--- config.mk ---
export PLATFORM = sky130hd
export DESIGN_NAME = mem_port_arbiter
export DESIGN_NICKNAME = d
export VERILOG_FILES = /design/src/rtl/mem_port_arbiter.sv
export SDC_FILE = /design/constraint.sdc
export NUM_CORES = 1
export LEC_CHECK = 0
export CORE_MARGIN = 2
export CORE_UTILIZATION = 38
export CTS_CLUSTER_DIAMETER = 100
export DETAILED_ROUTE_END_ITERATION = 7
export GPL_TIMING_DRIVEN = 0
export HOLD_SLACK_MARGIN = 0.05
export PLACE_DENSITY = 0.84
export SYNTH_ARGS = -nofsm -noshare
export SYNTH_HDL_FRONTEND = slang
export SYNTH_SLANG_ARGS = --single-unit
--- constraint.sdc ---
create_clock -name clk -period 1.62 [get_ports clk]
set_input_delay 0.324 -clock clk [delete_from_list [all_inputs] [get_ports clk]]
set_output_delay 0.324 -clock clk [all_outputs]
set_load 0.01 [all_outputs]
--- src/rtl/mem_port_arbiter.sv ---
// Single-port RAM arbiter between instruction fetch and the load/store unit.
// One transaction in flight; data side has priority, bounded by a fetch-starvation guard.
module mem_port_arbiter #(
  parameter int MEM_LATENCY  = 1,
  parameter int STARVE_LIMIT = 4
) (
  input  logic        clk,
  input  logic        reset,
  input  logic        if_req,
  input  logic [31:0] if_addr,
  output logic        if_gnt,
  output logic        if_rvalid,
  output logic [31:0] if_rdata,
  input  logic        d_req,
  input  logic [31:0] d_addr,
  input  logic        d_we,
  input  logic [31:0] d_wdata,
  input  logic [3:0]  d_wmask,
  output logic        d_gnt,
  output logic        d_rvalid,
  output logic [31:0] d_rdata,
  output logic        mem_en,
  output logic        mem_we,
  output logic [31:0] mem_addr,
  output logic [31:0] mem_wdata,
  output logic [3:0]  mem_wmask,
  input  logic [31:0] mem_rdata
);

  typedef enum logic [1:0] {IDLE, ISSUE, WAIT, RESP} state_t;

  state_t      state, state_nxt;
  logic [3:0]  streak;
  logic [2:0]  lat_cnt;
  logic        owner_fetch;
  logic        arb_active;
  logic        fetch_win;
  logic        unused_addr_bits;

  // Byte offsets are dropped: the RAM is word addressed.
  always_comb unused_addr_bits = ^{if_addr[1:0], d_addr[1:0]};

  always_ff @(posedge clk) begin
    if (reset) state <= IDLE;
    else       state <= state_nxt;
  end

  always_comb begin
    state_nxt = state;
    case (state)
      IDLE, RESP: state_nxt = (if_gnt || d_gnt) ? ISSUE : IDLE;
      ISSUE:      state_nxt = WAIT;
      WAIT:       if (lat_cnt == 3'd1) state_nxt = RESP;
      default:    state_nxt = IDLE;
    endcase
  end

  // Grants are gated by reset so a request presented during reset is not lost.
  always_comb begin
    arb_active = !reset && (state == IDLE || state == RESP);
    fetch_win  = if_req && (!d_req || streak == 4'(STARVE_LIMIT));
    if_gnt     = arb_active && fetch_win;
    d_gnt      = arb_active && d_req && !fetch_win;
  end

  always_ff @(posedge clk) begin
    if (reset) begin
      mem_en      <= 1'b0;
      mem_we      <= 1'b0;
      mem_addr    <= '0;
      mem_wdata   <= '0;
      mem_wmask   <= '0;
      if_rvalid   <= 1'b0;
      if_rdata    <= '0;
      d_rvalid    <= 1'b0;
      d_rdata     <= '0;
      streak      <= '0;
      lat_cnt     <= '0;
      owner_fetch <= 1'b0;
    end else begin
      mem_en    <= 1'b0;
      if_rvalid <= 1'b0;
      d_rvalid  <= 1'b0;

      if (if_gnt) begin
        mem_en      <= 1'b1;
        mem_we      <= 1'b0;
        mem_addr    <= {if_addr[31:2], 2'b00};
        mem_wdata   <= '0;
        mem_wmask   <= '0;
        owner_fetch <= 1'b1;
        streak      <= '0;
      end else if (d_gnt) begin
        mem_en      <= 1'b1;
        mem_we      <= d_we;
        mem_addr    <= {d_addr[31:2], 2'b00};
        mem_wdata   <= d_wdata;
        mem_wmask   <= d_wmask;
        owner_fetch <= 1'b0;
        if (!if_req)
          streak <= '0;
        else if (streak != 4'(STARVE_LIMIT))
          streak <= streak + 4'd1;
      end

      // mem_we still holds the owner's access type while waiting for the RAM.
      if (state == ISSUE) begin
        lat_cnt <= 3'(MEM_LATENCY);
      end else if (state == WAIT) begin
        lat_cnt <= lat_cnt - 3'd1;
        if (lat_cnt == 3'd1) begin
          if (owner_fetch) begin
            if_rdata  <= mem_rdata;
            if_rvalid <= 1'b1;
          end else begin
            d_rdata  <= mem_we ? '0 : mem_rdata;
            d_rvalid <= 1'b1;
          end
        end
      end
    end
  end

endmodule

## Word level (Yosys, flattened, before mapping)

Cells that the tools add are included.

| cells by class | value |
|---|---|
| bitwise logic cells | 4 |
| add/sub/neg operators | 2 |
| eq/ne operators | 8 |
| mux-type cells | 16 |
| reductions and logical operators | 21 |

Operators with widths:

| operator | count |
|---|---|
| $mux W32 | 3 |
| $mux W1 | 9 |
| $mux W4 | 2 |
| $reduce_and A4 Y1 | 2 |
| $pmux W2 S3 | 1 |
| $reduce_or A2 Y1 | 3 |
| $logic_and A1 B1 Y1 | 5 |
| $add A4 B1 Y4 const B | 1 |
| $eq A2 B2 Y1 const B | 2 |
| $eq A4 B3 Y1 const B | 1 |
| $ne A2 B1 Y1 const B | 2 |
| $ne A4 B3 Y1 const B | 1 |
| $not A1 Y1 | 4 |
| $reduce_bool A2 Y1 | 2 |
| $reduce_or A4 Y1 | 1 |
| $eq A3 B1 Y1 const B | 1 |
| $logic_not A1 Y1 | 3 |
| $logic_or A1 B1 Y1 | 3 |
| $sub A3 B1 Y3 const B | 1 |
| $eq A2 B1 Y1 const B | 1 |
| $logic_not A2 Y1 | 1 |
| $mux W2 | 1 |
| $reduce_and A2 Y1 | 1 |

| word-level totals | value |
|---|---|
| output and inout port bits | 138 |
| input port bits | 137 |
| register bits | 144 |

## Longest topological paths before layout

Gate-level depths: netlist of run 1.

| depth | value |
|---|---|
| word-level depth | 8 |
| gate-level depth with buffers | 8 |
| depth with buffers taken out | 5 |

## Worst setup path after synthesis of run 1

No wires, ideal clock.

| timing path | value |
|---|---|
| path type | register to output |
| start point | register state[0] |
| end point | output if_gnt |
| stages on the path, launching flop included | 7 |
| required time | 1.296 ns |
| arrival time | 1.431 ns |
| slack | -0.135 ns |
| buffers on the path | 1 |
| cell sequence | dfxtp_1 -> inv_1 -> ha_1 -> nand2_1 -> a21o_1 -> clkbuf_1 -> nor2_1 |

| on the way | value |
|---|---|
| word-level cells in the longest chain between the ends | 4 |

RTL lines:

| element | RTL line | RTL |
|---|---|---|
| start: declaration | 32 | `state_t state, state_nxt;` |
| start signal: assignment | 45 | `else state <= state_nxt;` |
| $eq A2 B2 Y1 or $logic_not A2 Y1 (tied branches) | 60 | `arb_active = !reset && (state == IDLE \|\| state == RESP);` |
| $logic_or A1 B1 Y1 * | 60 |  |
| $logic_and A1 B1 Y1 * | 60 |  |
| $logic_and A1 B1 Y1 * | 62 | `if_gnt = arb_active && fetch_win;` |
| end: declaration | 11 | `output logic if_gnt,` |

Mark *: on every way between the ends. The rest lies on a longest branch, timed or not.

## Final worst setup path of run 1

Same ends and word-level chain as after synthesis.

==> results of run 1 <==
[power breakdown]
part	leakage (nW)	switching (W)	total (W)	internal [W]
Combinational	3.10	0.00247	0.00495	0.00248
Sequential	1.17	0.000262	0.00424	0.00398
Clock	0.303	0.00166	0.00426	0.00260
Total	4.57	0.00439	0.0135	0.00907
[metrics by stage]
stage | cell area [sq um] | hold slack, ps
4_1_cts | 10000 | 443
3_5_place_dp | 9080 | 444
2_1_floorplan | 6130 | 457
3_3_place_gp | 9080 | 437
6_report | 10900 | 447
5_1_grt | 10900 | 470
[cell type report]
type,instances,area [sq um]
inverter,7,26.3
timing repair buffer,303,3050
multi-input combinational,452,3450
tap,216,270
sequential,144,2890
clock inverter,15,210
fill,1223,4880
buffer,72,562
clock buffer,17,425
[worst max-delay path by stage]
stage | start | to | slack [ps] | cells after the start
3_5_place_dp | reset | if_gnt | -1620 | 6
4_1_cts | state[0] | if_gnt | -390 | 7
2_1_floorplan | state[0] | if_gnt | 20 | 6
5_1_grt | state[0] | if_gnt | -430 | 7
6_report | state[0] | if_gnt | -380 | 7
3_3_place_gp | reset | if_gnt | -1630 | 6
[worst reg2reg max path, delay by kind of cell (launching register included)]
kind,cells,cell delay (ps)
AOI/OAI and AO/OA,1,210
adders and majority gates,1,300
buffers and inverters,3,350
DFF,1,330
and+or+nand+nor,2,610
[registers in the layout, summed over array words and instances, names as in the netlist, 2 cells and up]
name and flops:
if_rdata 32, lat_cnt 3, streak 4, mem_addr 30, mem_wdata 32, state 2
d_rdata 32, mem_wmask 4
[cell usage in the layout, fill, tap and decap left out, types with 25 or more instances in the layout]
cell type	n
dfxtp_1	140
clkdlybuf4s50_1	132
dlygate4sd2_1	113
a21oi_1	68
nand3b_1	66
nand2_1	36
o21ai_1	35
nor2_1	34
a211oi_2	31
buf_4	26
mux2i_1	25
[layer usage]
layer	track usage (%)	routed length, um	vias to the layer above
met5	0	0	-
met4	7.01	295	0
met3	7.37	1970	25
met2	42.0	11700	301
met1	28.0	8900	3219
li1	-	-	3120
[cells in the mapped netlist, drive strengths merged, types with 2 or more instances]
cell type  number
a221oi         30
nand2          37
nand3b         66
buf            23
a21oi          69
nor2           36
dfxtp         144
ha              7
mux2i          30
inv             7
and4b           3
nand3          38
o21ai          73
a211oi         40
clkbuf         54
nor3            4
nand4b          2
[kinds of logic (layout without fill, tap and decap cells)]
family | after synthesis | in the layout | synth area share, %
AO/OA/AOI/OAI | 218 | 218 | 21.8
AND/OR/NAND/NOR | 194 | 194 | 18.0
flip-flops | 144 | 144 | 47.3
buffers and inverters | 84 | 414 | 6.30
multiplexers | 30 | 30 | 4.93
adder cells (fa/ha/maj) | 7 | 7 | 1.44
other | 1 | 2 | 0.0615
XOR/XNOR | 1 | 1 | 0.144
[repair_timing]
action,CTS,global route
pin swaps,17,63
buffers inserted,19,9
gates resized for setup,212,245
endpoints found under the setup margin,251,154
gates cloned,3,7
==> flow_summary_export.csv, run 1 <==
group,metric,value,unit
setup_path,r2r_end,"streak[3]",
sta,max_freq,501,MHz
pwr,vdd_drop_max,0.000765,V
hold_path,whs_endpoint,"d_rdata[13]",
setup_path,crit_fanout,4,
sta,slew_violations,0,
status,status,"finished with violations",
synthesis,syn_avg_cell_area,8.97,sq um
sta,hold_viol,0,
setup_path,reg2reg_depth,7,
setup_path,cp_slowest_stage_delay,330,ps
clocking,cts_buffers,17,
setup_path,slowest_stage,"dfxtp_2",
synthesis,yosysWarnings,0,
placed_design,io_buffer_count,268,
layout,final_layout_size_suffix_gt1_share,22.9,%
sta,fin_skew,6.99,ps
synthesis,synth_top_area_share,47.3,%
global_routing,grt_max_degree,17,
clocking,clockRootBuffer,"clkbuf_16",
sta,setup_viol,72,
layout,area_delta_synth_final,78.7,%
synthesis,synth_async_sr_flop_share,0,%
clocking,clock-sinks,144,
placed_design,dp_cells,1164,
detailed_routing,via_per_inst,5.44,
global_routing,antenna_found_initial,0,
status,violations,"negative setup slack",
detailed_routing,vias,6665,
setup_path,worst_setup_path_start_kind,"flop",
global_routing,grt_pass1_wl,32000,um
setup_path,cp.required,1300,ps
setup_path,reg2reg_from,"state[0]",
layout,stdcell_count,1226,
hold_path,min_from,"d_rdata[13]",
placed_design,place.gp.congestion,0.824,
setup_path,endpoint_kind,"output pin",
floorplan,die_area,17100,sq um
clocking,clockBufferDepth,2,
layout,final_util,69.1,%
placed_design,post-place-ws,-1620,ps
sta,fin_crit_sh,123,%
sta,tightest_slew,736,ps
detailed_routing,ant_nets,0,
sta,rsz0062_at_grt,"yes",
floorplan,ioPinCount,275,
sta,max_slew_margin,50.9,%
detailed_routing,wl,22900,um
clocking,clk_pin_slew,60,ps
pwr,power_per_cell_area,1240,nW/um^2
hold_path,worst_hold_path_type,"reg -> reg",
global_routing,grt_pass1_vias,6305,
synthesis,ys_top_cells_by_area,"dfxtp_1 47%, nand3b_1 8.1%, o21ai_0 6.0%, a21oi_1 5.7%, mux2i_1 4.9%",
clocking,clk_latency,420,ps
setup_path,cp_cell_sequence,"inv_2, ha_4, nand2_4, a21o_1, clkbuf_8, nor2_4, buf_6",
synthesis,synthFlopType,"dfxtp_1",
pwr,p_total,0.0135,W
sta,tns,-6540,ps
detailed_routing,drtIter0Drc,426,
synthesis,yosysSeqAreaShare,47.3,%
detailed_routing,drc,0,
synthesis,synth-edff-count,0,
run,max_cap_viol_count,0,
layout,num-nets-final,1141,
setup_path,crit_buf_inv,3,
floorplan,dieHeight,131,um
synthesis,synth.distinct_cells,38,
synthesis,netlist_instances,679,
floorplan,initial_core_util,38.6,%
setup_path,r2r_slack,-260,ps
clocking,cts_tree,"built",
floorplan,die_x,131,um
floorplan,std_cell_rows,46,
global_routing,grt-ovfl-total,0,
setup_path,crit_type,"reg -> out",
pwr,p_leak,4.57,nW
setup_path,cp.arrival,1670,ps
hold_path,hold_depth,2,
clocking,htree_levels,4,
sta,worst_slack,-376,ps
synthesis,synthesis.area,6090,sq um
floorplan,core,15800,sq um
clocking,cts-hold-fix-buffers,0,
detailed_routing,first_pass_iters,5,
synthesis,synth_area_leader_cell,"dfxtp_1",
global_routing,grt_use_total,23.9,%
synthesis,ys_ff_latch,144,
sta,fin_crit,2000,ps
detailed_routing,wl_per_cell,18.7,um
placed_design,hpwl,14800,um
layout,antenna_cells,0,
setup_path,path_delay_family,"flip-flops",
Power figures use the tool's default switching activity.
==> run 2, diff against run 1 <==
- HOLD_SLACK_MARGIN: 0.05 -> 0.12
==> results of run 2 <==
Same layout as run 1: the final DEF is identical, and so are final timing and power.
